<file path="src/rtl/booth_pkg.sv">
// Shared types for the Booth stage-chain arbiter: FSM state enums, default data width
// and the requester-id width helper.
package booth_pkg;

  localparam int BOOTH_DW = 64;

  typedef enum logic [1:0] {
    I_IDLE = 2'd0,
    I_RH   = 2'd1,
    I_RL   = 2'd2
  } in_state_t;

  typedef enum logic [1:0] {
    O_IDLE = 2'd0,
    O_HOLD = 2'd1,
    O_ACK  = 2'd2
  } out_state_t;

  // A single requester still needs a one-bit id field.
  function automatic int bpa_id_w(input int n);
    return (n > 1) ? $clog2(n) : 1;
  endfunction

endpackage

</file>
<file path="src/rtl/bpa_tag_fifo.sv">
// Synchronous tag FIFO remembering which requester owns each transfer in the stage chain.
// Asynchronous active-low reset empties it.
module bpa_tag_fifo #(
  parameter int DEPTH = 4,
  parameter int W     = 2
) (
  input  logic         clk,
  input  logic         reset,
  input  logic         push,
  input  logic [W-1:0] push_data,
  input  logic         pop,
  output logic         full,
  output logic         empty,
  output logic [W-1:0] head
);

  localparam int AW = (DEPTH > 1) ? $clog2(DEPTH) : 1;

  logic [W-1:0]  mem [DEPTH];
  logic [AW-1:0] wr_ptr;
  logic [AW-1:0] rd_ptr;
  logic [AW:0]   count;
  logic          do_push;
  logic          do_pop;

  assign full    = (count == (AW+1)'(DEPTH));
  assign empty   = (count == '0);
  assign head    = mem[rd_ptr];
  assign do_push = push && !full;
  assign do_pop  = pop && !empty;

  always_ff @(posedge clk) begin
    if (do_push) mem[wr_ptr] <= push_data;
  end

  always_ff @(posedge clk or negedge reset) begin
    if (!reset) begin
      wr_ptr <= '0;
      rd_ptr <= '0;
      count  <= '0;
    end else begin
      if (do_push) wr_ptr <= (wr_ptr == AW'(DEPTH-1)) ? '0 : wr_ptr + 1'b1;
      if (do_pop)  rd_ptr <= (rd_ptr == AW'(DEPTH-1)) ? '0 : rd_ptr + 1'b1;
      // Simultaneous push and pop leave the occupancy unchanged.
      if (do_push && !do_pop)      count <= count + 1'b1;
      else if (do_pop && !do_push) count <= count - 1'b1;
    end
  end

endmodule

</file>
<file path="src/rtl/booth_pipe_arbiter.sv">
// Round-robin front end sharing one 4-phase Booth stage chain between NREQ requesters.
// Define BPA_SYNC_EN to put 2-flop synchronizers on pipe_ain/pipe_rout (self-timed chain).
module booth_pipe_arbiter
  import booth_pkg::*;
#(
  parameter  int NREQ  = 4,
  parameter  int DW    = BOOTH_DW,
  parameter  int DEPTH = 4,
  localparam int IW    = bpa_id_w(NREQ)
) (
  input  logic             clk,
  input  logic             reset,
  input  logic [NREQ-1:0]  req_valid,
  output logic [NREQ-1:0]  req_ready,
  input  logic [NREQ*DW-1:0] req_data,
  output logic             rsp_valid,
  input  logic             rsp_ready,
  output logic [DW-1:0]    rsp_data,
  output logic [IW-1:0]    rsp_id,
  output logic             pipe_rin,
  input  logic             pipe_ain,
  output logic [DW-1:0]    pipe_din,
  input  logic             pipe_rout,
  output logic             pipe_aout,
  input  logic [DW-1:0]    pipe_dout,
  output logic             err
);

  in_state_t  in_state, in_next;
  out_state_t out_state, out_next;

  logic          ain_s;
  logic          rout_s;
  logic [IW-1:0] rr_ptr;
  logic [IW-1:0] winner;
  logic          any_req;
  logic          grant;
  logic          capture;
  logic          fifo_full;
  logic          fifo_empty;
  logic [IW-1:0] fifo_head;

`ifdef BPA_SYNC_EN
  logic [1:0] ain_sync;
  logic [1:0] rout_sync;

  always_ff @(posedge clk or negedge reset) begin
    if (!reset) begin
      ain_sync  <= '0;
      rout_sync <= '0;
    end else begin
      ain_sync  <= {ain_sync[0], pipe_ain};
      rout_sync <= {rout_sync[0], pipe_rout};
    end
  end

  assign ain_s  = ain_sync[1];
  assign rout_s = rout_sync[1];
`else
  assign ain_s  = pipe_ain;
  assign rout_s = pipe_rout;
`endif

  // First pending requester at or after the round-robin pointer, wrapping.
  always_comb begin
    winner  = '0;
    any_req = 1'b0;
    for (int k = 0; k < NREQ; k++) begin
      if (!any_req && req_valid[IW'((int'(rr_ptr) + k) % NREQ)]) begin
        any_req = 1'b1;
        winner  = IW'((int'(rr_ptr) + k) % NREQ);
      end
    end
  end

  assign grant = reset && (in_state == I_IDLE) && any_req && !fifo_full;

  always_comb begin
    in_next   = in_state;
    req_ready = '0;
    pipe_rin  = 1'b0;
    case (in_state)
      I_IDLE: begin
        if (grant) begin
          req_ready = NREQ'(1) << winner;
          in_next   = I_RH;
        end
      end
      I_RH: begin
        pipe_rin = 1'b1;
        if (ain_s) in_next = I_RL;
      end
      I_RL: begin
        if (!ain_s) in_next = I_IDLE;
      end
      default: in_next = I_IDLE;
    endcase
  end

  always_ff @(posedge clk or negedge reset) begin
    if (!reset) begin
      in_state <= I_IDLE;
      rr_ptr   <= '0;
      pipe_din <= '0;
    end else begin
      in_state <= in_next;
      if (grant) begin
        pipe_din <= req_data[winner*DW +: DW];
        rr_ptr   <= (winner == IW'(NREQ-1)) ? '0 : winner + 1'b1;
      end
    end
  end

  bpa_tag_fifo #(
    .DEPTH (DEPTH),
    .W     (IW)
  ) u_fifo (
    .clk       (clk),
    .reset     (reset),
    .push      (grant),
    .push_data (winner),
    .pop       (capture),
    .full      (fifo_full),
    .empty     (fifo_empty),
    .head      (fifo_head)
  );

  assign capture = (out_state == O_IDLE) && rout_s;

  always_comb begin
    out_next  = out_state;
    rsp_valid = 1'b0;
    pipe_aout = 1'b0;
    case (out_state)
      O_IDLE: begin
        if (rout_s) out_next = O_HOLD;
      end
      O_HOLD: begin
        rsp_valid = 1'b1;
        if (rsp_ready) out_next = O_ACK;
      end
      O_ACK: begin
        pipe_aout = 1'b1;
        if (!rout_s) out_next = O_IDLE;
      end
      default: out_next = O_IDLE;
    endcase
  end

  // A result with no outstanding tag is still delivered, as id 0, and flagged.
  always_ff @(posedge clk or negedge reset) begin
    if (!reset) begin
      out_state <= O_IDLE;
      rsp_data  <= '0;
      rsp_id    <= '0;
      err       <= 1'b0;
    end else begin
      out_state <= out_next;
      if (capture) begin
        rsp_data <= pipe_dout;
        rsp_id   <= fifo_empty ? '0 : fifo_head;
        if (fifo_empty) err <= 1'b1;
      end
    end
  end

endmodule

</file>
<file path="config.mk">
export PLATFORM = sky130hd
export DESIGN_NAME = booth_pipe_arbiter
export DESIGN_NICKNAME = d
export VERILOG_FILES = /design/src/rtl/booth_pkg.sv /design/src/rtl/bpa_tag_fifo.sv /design/src/rtl/booth_pipe_arbiter.sv
export SDC_FILE = /design/constraint.sdc
export NUM_CORES = 1
export LEC_CHECK = 0
export CAP_MARGIN = 40
export CORE_AREA = 10 10 175 177
export CTS_CLUSTER_SIZE = 10
export DETAILED_ROUTE_END_ITERATION = 7
export DIE_AREA = 0 0 185 187
export PLACE_DENSITY_LB_ADDON = 0.3
export SKIP_CTS_REPAIR_TIMING = 1
export SYNTH_ARGS = -nofsm -noshare
export SYNTH_HDL_FRONTEND = slang
export SYNTH_SLANG_ARGS = --single-unit
</file>
<file path="constraint.sdc">
create_clock -name clk -period 2.7 [get_ports clk]
set_input_delay 0.675 -clock clk [delete_from_list [all_inputs] [get_ports clk]]
set_output_delay 0.675 -clock clk [all_outputs]
set_load 0.01 [all_outputs]
</file>
# Word-level counts from Yosys, hierarchy flattened
# Memory sizes are Yosys's and may differ from the RTL's.
# Cells that the tools add are included.
[totals] inputBits=329 n_memories=1 reg_bits=144 mem_bits_rw=8 output_inout_bits=138 elab_cells=105
[op_classes] n_shift=2 eq_ne=14 n_reduce_logical=25 n_lt_le_gt_ge=4 n_mux=41 addsub=8
[memory_table] name="u_fifo.mem" depth=4 width=2 rd=1 rd_clocked_by_memory_dff=0 write_ports=1 line_no="bpa_tag_fifo.sv:19" source="logic [W-1:0] mem [DEPTH];"
[ops] operator="$shiftx A256 B9 Y64" n=1
[ops] operator="$mux W2" n=14
[ops] operator="$mux W1" n=17
[ops] operator="$lt A2 B4 Y1 const B" n=4
[ops] operator="$pmux W2 S3" n=2
[ops] operator="$logic_and A1 B1 Y1" n=11
[ops] operator="$eq A2 B2 Y1 const B" n=5
[ops] operator="$ne A2 B2 Y1 const B" n=5
[ops] operator="$add A2 B1 Y2 const B" n=4
[ops] operator="$bmux W1 S2" n=4
[ops] operator="$mux W4" n=2
[ops] operator="$logic_not A1 Y1" n=7
[ops] operator="$mux W3" n=2
[ops] operator="$reduce_and A3 Y1" n=2
[ops] operator="$add A2 B2 Y2 const B" n=2
[ops] operator="$eq A2 B1 Y1 const B" n=2
[ops] operator="$logic_not A2 Y1" n=2
[ops] operator="$shl A1 B2 Y4 const A" n=1
[ops] operator="$add A3 B1 Y3 const B" n=1
[ops] operator="$eq A3 B3 Y1 const B" n=1
[ops] operator="$logic_not A3 Y1" n=1
[ops] operator="$sub A3 B1 Y3 const B" n=1
[ops] operator="$ne A2 B1 Y1 const B" n=1
[ops] operator="$reduce_and A2 Y1" n=1
[ops] operator="$reduce_bool A2 Y1" n=1

# Longest topological paths before layout
[depth] word_depth=20 depth_mapped=11

# Modules after synthesis
# A second synthesis with hierarchy kept.
[unflattened] cells_unflattened=597 hier_area_um2=7759.9
[modules_own_cells] mod="booth_pipe_arbiter" area_per_inst_um2=7004.2 n_inst=1 cells_per_inst=550 seq_area_each_um2=3428.3
[modules_own_cells] mod="bpa_tag_fifo" area_per_inst_um2=755.7 n_inst=1 cells_per_inst=47 seq_area_each_um2=415.4

# Worst setup path before layout
# OpenSTA, ideal clock, no wires.
[synth_path] kind="in2reg" start="in req_valid[0]" end="reg u_fifo.count[2]" path_buffers=2 setup_slack_ps=-53 setup_time_ps=125 path_stages=10 arrival_ps=2627 cell_sequence="or4_4 > nand2_4 > inv_2 > buf_4 > clkbuf_1 > ha_1 > fa_1 > xnor2_1 > nor2_1 > xor2_1"
[synth_via] elab_chain_cells=19 elab_cells_between_ends=30 classes_between="mux (17); reduce/logical (13)"
[synth_lines] element="start, declared" line_no="booth_pipe_arbiter.sv:13" source="input logic [NREQ-1:0] req_valid,"
[synth_lines] element="$bmux W1 S2" line_no="booth_pipe_arbiter.sv:69" source="if (!any_req && req_valid[IW'((int'(rr_ptr) + k) % NREQ)]) begin"
[synth_lines] element="$mux W1 (not written as such) (2 in series)" line_no="booth_pipe_arbiter.sv:69"
[synth_lines] element="$mux W1" line_no="booth_pipe_arbiter.sv:69"
[synth_lines] element="$logic_not A1 Y1" line_no="booth_pipe_arbiter.sv:69"
[synth_lines] element="$logic_and A1 B1 Y1" line_no="booth_pipe_arbiter.sv:69"
[synth_lines] element="$mux W1" line_no="booth_pipe_arbiter.sv:69"
[synth_lines] element="$logic_not A1 Y1" line_no="booth_pipe_arbiter.sv:69"
[synth_lines] element="$logic_and A1 B1 Y1" line_no="booth_pipe_arbiter.sv:69"
[synth_lines] element="$mux W1" line_no="booth_pipe_arbiter.sv:69"
[synth_lines] element="$logic_not A1 Y1" line_no="booth_pipe_arbiter.sv:69"
[synth_lines] element="$logic_and A1 B1 Y1" line_no="booth_pipe_arbiter.sv:69"
[synth_lines] element="$mux W1 (*)" line_no="booth_pipe_arbiter.sv:69"
[synth_lines] element="$logic_and A1 B1 Y1 (*) (2 in series)" line_no="booth_pipe_arbiter.sv:76" source="assign grant = reset && (in_state == I_IDLE) && any_req && !fifo_full;"
[synth_lines] element="$logic_and A1 B1 Y1 (*)" line_no="bpa_tag_fifo.sv:29" source="assign do_push = push && !full;"
[synth_lines] element="$logic_not A1 Y1" line_no="bpa_tag_fifo.sv:46" source="else if (do_pop && !do_push) count <= count - 1'b1;"
[synth_lines] element="$logic_and A1 B1 Y1" line_no="bpa_tag_fifo.sv:46"
[synth_lines] element="$reduce_bool A2 Y1 (no line)"
[synth_lines] element="end signal, assigned" line_no="bpa_tag_fifo.sv:45" source="if (do_push && !do_pop) count <= count + 1'b1;"
[synth_lines] element="end signal, assigned" line_no="bpa_tag_fifo.sv:46"
[synth_lines] element="end, declared" line_no="bpa_tag_fifo.sv:22" source="logic [AW:0] count;"
# Mark *: on every way between the ends. The rest lies on a longest branch, timed or not. The select of a mux whose other input is x is not followed.
# A chain may end at the register's enable or synchronous reset.

# Worst setup path in the final report
[layout_path] start="reg rr_ptr[1]" end="out req_ready[0]"
[layout_via] elab_cells_between_ends=34 classes_between="add/sub (3); shift (1); mux (22); reduce/logical (8)"
[layout_lines] element="start, declared" line_no="booth_pipe_arbiter.sv:34" source="logic [IW-1:0] rr_ptr;"
[layout_lines] element="start signal, assigned" line_no="booth_pipe_arbiter.sv:109" source="rr_ptr <= (winner == IW'(NREQ-1)) ? '0 : winner + 1'b1;"
[layout_lines] element="parallel branches: the longest is 12 deep, another holds $add A2 B1 Y2"
[layout_lines] element="$mux W2 (*)" line_no="booth_pipe_arbiter.sv:69"
[layout_lines] element="via u_fifo.push_data[1]" line_no="bpa_tag_fifo.sv:10" source="input logic [W-1:0] push_data,"
[layout_lines] element="$shl A1 B2 Y4 (*)" line_no="booth_pipe_arbiter.sv:85" source="req_ready = NREQ'(1) << winner;"
[layout_lines] element="$mux W4 (*)" line_no="booth_pipe_arbiter.sv:84" source="if (grant) begin"
[layout_lines] element="$mux W4 (*)" line_no="booth_pipe_arbiter.sv:82" source="case (in_state)"
[layout_lines] element="end, declared" line_no="booth_pipe_arbiter.sv:14" source="output logic [NREQ-1:0] req_ready,"
# Mark *: on every way through the listed nets, which the timed path passes. The select of a mux whose other input is x is not followed.

==> impl_results.md <==
- Clk sink count: between 150 and 200
- Final nets: 1691
- R2R Setup Slk: 0.26 ns
- Cells after Synth: 888
- CTS tree: yes
- Max_cap viols: 0
- Share of the synthesized area in the top cell type: approximately 44%
- Critical path's largest stage delay: 0.42 ns
- Num ports: 467
- Power per cell area: 992 nW/µm²
- Share of cells above drive strength 1: 13.2%
- GPL Wtd Cong: around 0.85
- Overflow after GRT: 0
- Most frequent cell after synthesis: nand2_1
- RSZ-0062 raised after global routing: yes
- Outcome: finished, violations left
- Site row count: 61
- Routed Wire Length: about 37 mm
- Fin area: 14200 µm²
- Ys async rst share: 94.7%
- Final worst path period need: 2.79 ns
- Clk_lat worst skew: approximately 0.43 ns
- Initial Util: 30.3%
- Via count: 8582
- Die height: 187 µm
- Slew Limit Fails: 0
- CP Data Required Time: just over 2 ns
- Crit start category: flop
- TritonRoute pass-1 iters: 5
- Buffers on Ports: 466
- Initial drt markers: roughly 440
- Busiest grt layer: met2
- Met3 Usage GRT: a little over 8%
- Final Hold Fails: 0
- H-tree depth: 4
- Area Growth Syn to Fin: 72.2%
- Root Buffer: clkbuf_16
- Number of CTS-inserted buffers: 17
- Area leader, netlist: dfrtp_1
- Global Route Usage Sum: 20.3%
- Worst Skew: about 0.013 ns
- Fin crit share: 103%
- Failing checks: setup timing
- Vias in the first global route: 9036
- Synth unique cells: 42
- Count of state elements after synthesis: 152
- Worst-path clk slew: 0.07 ns
- Fmax: 359 MHz
- Vias per cell: between 4 and 5
- Final ANT Viol Nets: 0
- Largest net degree at the start of global routing: 145
- Placed Area: 13400 µm²
- Crit path cell chain: buf_6, a21oi_2, o21a_1, o22a_1, buf_6, inv_4, ha_4, and2_1, buf_2
- Die width: 185 µm
- Static Leakage: 5.76 nW
- Final setup viols: 4
- Mean Syn Cell Area: 9.31 µm²
- Tot Pwr: 14.1 mW
- Maximum vdd drop: roughly 0.45 mV
- Die area: between 30000 and 40000 µm²
- CP Capture Type: primary output
- Clk buf depth: 2
- Area of the mapped netlist: slightly above 8000 µm²
- Initial antenna violation count: 9
- Synth Warn #: 0
- Post-synthesis sequential area ratio: 46.5%
- Count of buffer and inverter cells on the critical path: 4
- Worst hold path type: in2async
- Slowest-stage cell, CP: dfrtp_1
- Slew margin rel.: 45.4%
- WL per Instance: 21.8 µm
- Fill cell count: 2538
- Post-synth net total: 1228
- Critical-path maximum fanout: 5
- GR Util met1: 22.3%
- Final Util: 52.1%
- Worst Tran Pin Value: 0.819 ns
- Global-route wire length before repair: 54.6 mm
- Core box area: 27300 µm²
- CP dominant cell by count: buf_6
- Top cells by area, synth: dfrtp_1 (44%), nand2_1 (15%), a311oi_2 (11%)
- Synth top cells by count: nand2_1 (327), dfrtp_1 (144), nor2_1 (71)
- Top_reg_cell synth: dfrtp_1
- Dpl hpwl: 28.2 mm
- Family with the most delay on the worst path: compound AO/OA/AOI/OAI gates
- DRC violations left: 0
- CP Data Arrival Time: 2.11 ns
- WS Path Type: reg2out
- Final setup margin: -0.0876 ns
- EDFF count, synth: 8
- Met2 Use GR: about 34%
[sequential cells by signal, indices dropped and copies added (netlist names)]
register / cells
u_fifo.count: 3
u_fifo.rd_ptr: 2
rsp_id: 2
pipe_din: 64
u_fifo.wr_ptr: 2
err: 1
in_state: 2
rsp_data: 64
out_state: 2
rr_ptr: 2
u_fifo.mem: 8
[metal layers]
layer,wire length (µm),part of all wire (%)
met4,900,2.4
met5,8,0.021
met1,14100,38
met2,18500,49
met3,3980,11
[cell usage in the layout, fill, tap and decap left out, types with 6 or more instances in the layout]
| cell type | count |
|---|---|
| inv_8 | 7 |
| clkdlybuf4s50_1 | 457 |
| buf_6 | 9 |
| a311oi_2 | 60 |
| clkbuf_16 | 17 |
| edfxtp_1 | 8 |
| nor4b_1 | 64 |
| nor2_1 | 69 |
| dfrtp_1 | 144 |
| buf_4 | 44 |
| nand2_1 | 326 |
| buf_12 | 6 |
| a211oi_1 | 64 |
| inv_1 | 8 |
| diode_2 | 10 |
[area by class of cell]
| cell class | count | area [µm²] | share of cell area, % |
|---|---|---|---|
| inverters | 11 | 51.3 | 0.360 |
| well taps | 346 | 433 | 3.04 |
| clock buffers | 18 | 439 | 3.08 |
| clock inverters | 14 | 149 | 1.05 |
| diodes | 10 | 25.0 | 0.176 |
| repair buffers | 521 | 5180 | 36.4 |
| multi-input cells | 648 | 4120 | 28.9 |
| flip-flops and latches | 152 | 3840 | 27.0 |
[final timing paths]
path | from | to | depth (start not counted)
setup reg to reg | rr_ptr[1]$_DFFE_PN0N_ | pipe_din[60]$_DFFE_PN0N_ | 11
hold / removal | reset | rsp_id[0]$_DFFE_PN0P_ | 2
min in group clk | err$_DFFE_PN0P_ | err$_DFFE_PN0P_ | 1
setup / recovery | rr_ptr[1]$_DFFE_PN0N_ | req_ready[0] | 9
max in group asynchronous | reset | pipe_din[26]$_DFFE_PN0N_ | 2
hold reg to reg | err$_DFFE_PN0P_ | err$_DFFE_PN0P_ | 1
[cells by family (layout without fill, tap and decap cells)]
group | after synthesis | count (layout) | share of synthesized area (%)
AND/OR/NAND/NOR | 484 | 484 | 26.8
flip-flops | 152 | 152 | 46.5
multiplexers | 5 | 5 | 0.938
buffers and inverters | 88 | 564 | 5.04
adder cells (fa/ha/maj) | 11 | 11 | 1.76
other | 0 | 10 | 0
XOR/XNOR | 3 | 3 | 0.318
AO/OA/AOI/OAI | 145 | 145 | 18.7
[power by group]
group / switching, mW / leakage [nW] / internal [mW]
logic: 3.80 / 3.70 / 3.86
registers: 0.629 / 1.77 / 3.40
clock network: 1.16 / 0.290 / 1.27
[per-stage QoR]
| step | instances | setup slack [ns] | TNS [ns] | hold slack, ns |
|---|---|---|---|---|
| after global routing | 1718 | -0.156 | -0.495 | 0.443 |
| after floorplan | 888 | 0.00293 | 0 | 0.379 |
| final | 1720 | -0.0876 | -0.218 | 0.377 |
| after detailed placement | 1668 | -0.672 | -21.54 | 0.455 |
| after global placement | 1668 | -0.607 | -16.76 | 0.451 |
| after CTS | 1700 | -0.683 | -3.12 | 0.419 |
[worst register-to-register path, cell delays in order, from the launching register on]
cell and delay (ns):
dfrtp_1 0.42, buf_6 0.15, nand2b_4 0.14, a21oi_4 0.16, nor3_4 0.05, buf_6 0.13, inv_8 0.06, buf_4 0.11
buf_6 0.31, buf_4 0.41, nand2_1 0.13, a311oi_1 0.27
Power figures use the tool's default switching activity.
==> RTL edit 1 (config.mk and constraints unchanged) <==
The parameter `NREQ` goes from 4 to 3. Comments in the files are not updated.
--- a/src/rtl/booth_pipe_arbiter.sv
+++ b/src/rtl/booth_pipe_arbiter.sv
@@ -3,7 +3,7 @@
 module booth_pipe_arbiter
   import booth_pkg::*;
 #(
-  parameter  int NREQ  = 4,
+  parameter  int NREQ  = 3,
   parameter  int DW    = BOOTH_DW,
   parameter  int DEPTH = 4,
   localparam int IW    = bpa_id_w(NREQ)
Interface: changed (resized req_data, req_ready and req_valid); port bits go from 467 to 401. No check against the original RTL was run, so the function may have changed too.
==> RTL edit 1 against the original RTL <==
The run still ends with setup timing left; worst setup slack got worse by 0.20 ns; area after synthesis fell by 14%; cell area decreased by 13%; clock skew about the same; largest power group unchanged; wire length fell by 22%; largest cell class unchanged; critical path type unchanged; sequential power is essentially flat; power grew 2.0%; sequential cell count is the same.
==> RTL edit 1: results <==
[run_status]
status = finished with violations
failed_checks = setup timing

[sta]
finalClockSkew_ns = 0.0128
postLayoutSetupSlackWorst_ns = -0.291
worst_slew_margin_rel_pct = 45.6
fin_setup_tns_ns = -0.843
finalSetupViolations = 4

[cells_and_area]
drive_gt1_share_pct = 9.46
num-fill-cells = 2630

[grt]
grt_util_met2_pct = 26.9
grt_pass1_wl_um = 43500
grt_pass1_vias = 7270
grt_use_total_pct = 16.2
grt_use_met3_pct = 8.64
grt_max_degree = 74

[route]
post_drt_wl_per_cell_um = 19.3
drtIter0Drc = 358
met1_length_um = 11100
vias = 7057

[critical_path]
crit_slowest_cell = dfrtp_2
cp_top_family = buffers and inverters
cp.arrival_ns = 2.32

[synth]
synth_nets = 1027
ys_seq_area_share_pct = 53.9
ys_types = 45
synth_common_cells = 232 x nand2_1, 144 x dfrtp_1, 44 x inv_1

[power_and_ir_drop]
p_int_mw = 8.66
ir_drop_uv = 763

[placement]
gp_congestion = 0.775
place_area_sq_um = 11600
[RTL edit 1: changes by cell type in the layout (fill, tap and decap cells not counted), sizes merged, moves of 33 or more]
cell and delta:
a211oi -64, a221o +34, a311oi -64, clkdlybuf4s50 -64, nand2 -96, nor2 -33, nor4b -63, o31ai +35
[RTL edit 1: layout make-up]
cell class	instances	area share, %
multi-input cells	499	23.7
diodes	1	0.0202
clock buffers	18	3.55
inverters	47	1.47
flip-flops and latches	152	31.1
clock inverters	14	1.13
well taps	346	3.50
repair buffers	443	35.6
[RTL edit 1: worst register-to-register path, cell delays in order, from the launching register on]
cell     delay (ns)
dfrtp_1        0.40
inv_2          0.09
ha_4           0.19
mux2i_4        0.26
o22ai_2        0.12
buf_6          0.14
o31ai_4        0.26
buf_6          0.14
buf_6          0.10
inv_6          0.03
ha_4           0.15
fa_2           0.37
xnor2_2        0.13
nor2_1         0.13
xor2_1         0.15
[RTL edit 1: through the flow]
stage                     hold slack (ns)  std cells  util, %
after global placement              0.456       1480     42.4
final                               0.299       1520     45.3
after floorplan                     0.379        752        -
after detailed placement            0.461       1481     42.5
after global routing                0.325       1520     45.3
after CTS                           0.309       1513     44.7
[RTL edit 1: cell families after synthesis]
logic type / count (synthesis) / synth area share (%)
buffers and inverters: 101 / 6.42
and+or+nand+nor: 323 / 18.6
AOI/OAI and AO/OA: 154 / 17.1
muxes: 8 / 1.51
xor gates and xnor gates: 3 / 0.369
DFF: 152 / 53.9
adders and majority gates: 11 / 2.04
[RTL edit 1: power by group through the flow]
| stage | Combinational (mW) | Clock (mW) | Sequential [mW] |
|---|---|---|---|
| final | 7.99 | 2.40 | 4.02 |
| after global routing | 8.73 | 2.60 | 4.16 |
| after CTS | 7.87 | 2.49 | 4.03 |
| after detailed placement | 7.86 | 0 | 4.06 |
| after global placement | 7.73 | 0 | 4.02 |
| after floorplan | 3.64 | 0 | 4.46 |
[RTL edit 1: worst paths after layout]
| kind | end | startpoint | slack, ns | depth (start not counted) |
|---|---|---|---|---|
| hold / removal | u_fifo.count[0]$_DFFE_PN0P_ | reset | 0.30 | 2 |
| max in group asynchronous | rsp_data[52]$_DFFE_PN0P_ | reset | 0.79 | 5 |
| min in group clk | rsp_data[38]$_DFFE_PN0P_ | rsp_data[38]$_DFFE_PN0P_ | 0.47 | 2 |
| setup / recovery | req_ready[0] | rr_ptr[0]$_DFFE_PN0N_ | -0.29 | 10 |
| hold reg to reg | rsp_data[38]$_DFFE_PN0P_ | rsp_data[38]$_DFFE_PN0P_ | 0.47 | 2 |
| setup reg to reg | u_fifo.count[2]$_DFFE_PN0P_ | rr_ptr[1]$_DFFE_PN0N_ | -0.04 | 14 |
==> RTL edit 2 (config.mk and constraints unchanged) <==
Without the edit above. Put one more register stage on the output `err`, cleared by the reset. The value now appears one clock later. The other outputs are not delayed to match.
--- a/src/rtl/booth_pipe_arbiter.sv
+++ b/src/rtl/booth_pipe_arbiter.sv
@@ -25,6 +25,8 @@
   input  logic [DW-1:0]    pipe_dout,
   output logic             err
 );
+
+  logic err_s0;
 
   in_state_t  in_state, in_next;
   out_state_t out_state, out_next;
@@ -153,14 +155,22 @@
       out_state <= O_IDLE;
       rsp_data  <= '0;
       rsp_id    <= '0;
-      err       <= 1'b0;
+      err_s0    <= 1'b0;
     end else begin
       out_state <= out_next;
       if (capture) begin
         rsp_data <= pipe_dout;
         rsp_id   <= fifo_empty ? '0 : fifo_head;
-        if (fifo_empty) err <= 1'b1;
+        if (fifo_empty) err_s0 <= 1'b1;
       end
+    end
+  end
+
+  always_ff @(posedge clk or negedge reset) begin
+    if (!reset) begin
+      err <= '0;
+    end else begin
+      err <= err_s0;
     end
   end
 
Check against the original RTL: not equivalent (a bounded check fails within 4 cycles, from zero or initial values and one cycle with reset low).
==> RTL edit 2 against the original RTL <==
Clock skew rose by 0.0024 ns; global-route usage rose by 0.64 points; wire length rose by 0.77%; power rose by 0.34%; cell area rose by 0.11%; register-to-register slack got worse by 0.07 ns; sequential cell count rose by 1; clock power rose by 3%; worst setup slack improved by 0.16 ns; area after synthesis rose by 0.29%; fmax rose by 6.3%; largest cell class unchanged; largest power group unchanged.
==> RTL edit 2: results <==
[run_status]
status = complete, no violations

[route]
vias = 8569
post_drt_wl_per_cell_um = 21.9
drtIter0Drc = 335

[critical_path]
crit_slowest_cell = dfrtp_2
cp_top_family = flip-flops
reg2reg_from = u_fifo.count[2]$_DFFE_PN0P_
r2r_slack_ns = 0.19
cp.arrival_ns = 1.95
reg2reg_to = pipe_din[0]$_DFFE_PN0N_
timing.critical_path.to = req_ready[2]

[grt]
grt_pass1_wl_um = 55500
grt_use_total_pct = 21.0
grt_pass1_vias = 9007
grt_max_degree = 146
antenna_found_initial = 10

[cts]
worstSkewPairLatency_ns = 0.43
clockBufferDepth = 2

[placement]
dp_hpwl_um = 28900
gp_congestion = 0.895
place_area_sq_um = 13600
pre_cts_ws_ns = -0.646

[synth]
synth_area_leaders = dfrtp_1 44%, nand2_1 15%, a311oi_2 11%
synth-xor-area-share_pct = 0.317
ys_seq_area_share_pct = 46.7
synth_compound_area_share_pct = 18.7
syn_inst = 889
post_synth_fa_ha_maj_area_fraction_pct = 1.75
synth_common_cells = 327 x nand2_1, 145 x dfrtp_1, 71 x nor2_1
ys_async_sr_fraction_pct = 94.8
synthMuxAreaShare_pct = 0.935
synth_nets = 1229

[sta]
worst_slew_margin_rel_pct = 46.0
finalClockSkew_ns = 0.0154
hold_ws_ns = 0.369
postLayoutSetupSlackWorst_ns = 0.0769

[power_and_ir_drop]
ir_drop_uv = 443

[cells_and_area]
fin_cells = 1722
drive_gt1_share_pct = 12.8
synthToLayoutAreaGrowth_pct = 71.9
==> RTL edit 2: power breakdown <==
group,switching [mW],internal (mW)
clock network,1.16,1.35
registers,0.618,3.43
logic,3.76,3.86
total,5.54,8.63
==> RTL edit 2: how the worst min path moves through the flow <==
stage	to	cells past startpoint
4_1_cts	err$_DFF_PN0_	0
3_3_place_gp	err$_DFF_PN0_	0
5_1_grt	rsp_data[11]$_DFFE_PN0P_	2
6_report	rsp_data[11]$_DFFE_PN0P_	2
2_1_floorplan	err$_DFF_PN0_	0
3_5_place_dp	err$_DFF_PN0_	0
==> RTL edit 2: final cells by class <==
type	instances	area share, %
Inverter	11	0.307
Timing Repair Buffer	524	36.5
Tap cell	346	3.04
Clock buffer	17	2.98
Clock inverter	15	1.40
Antenna cell	8	0.140
Sequential cell	153	27.1
Multi-Input combinational cell	648	28.5
==> RTL edit 2: layer usage <==
layer,share of wire [%],track usage [%]
met5,0.087,0
met4,2.5,7.32
met3,12,9.93
met2,49,35.6
met1,37,22.2
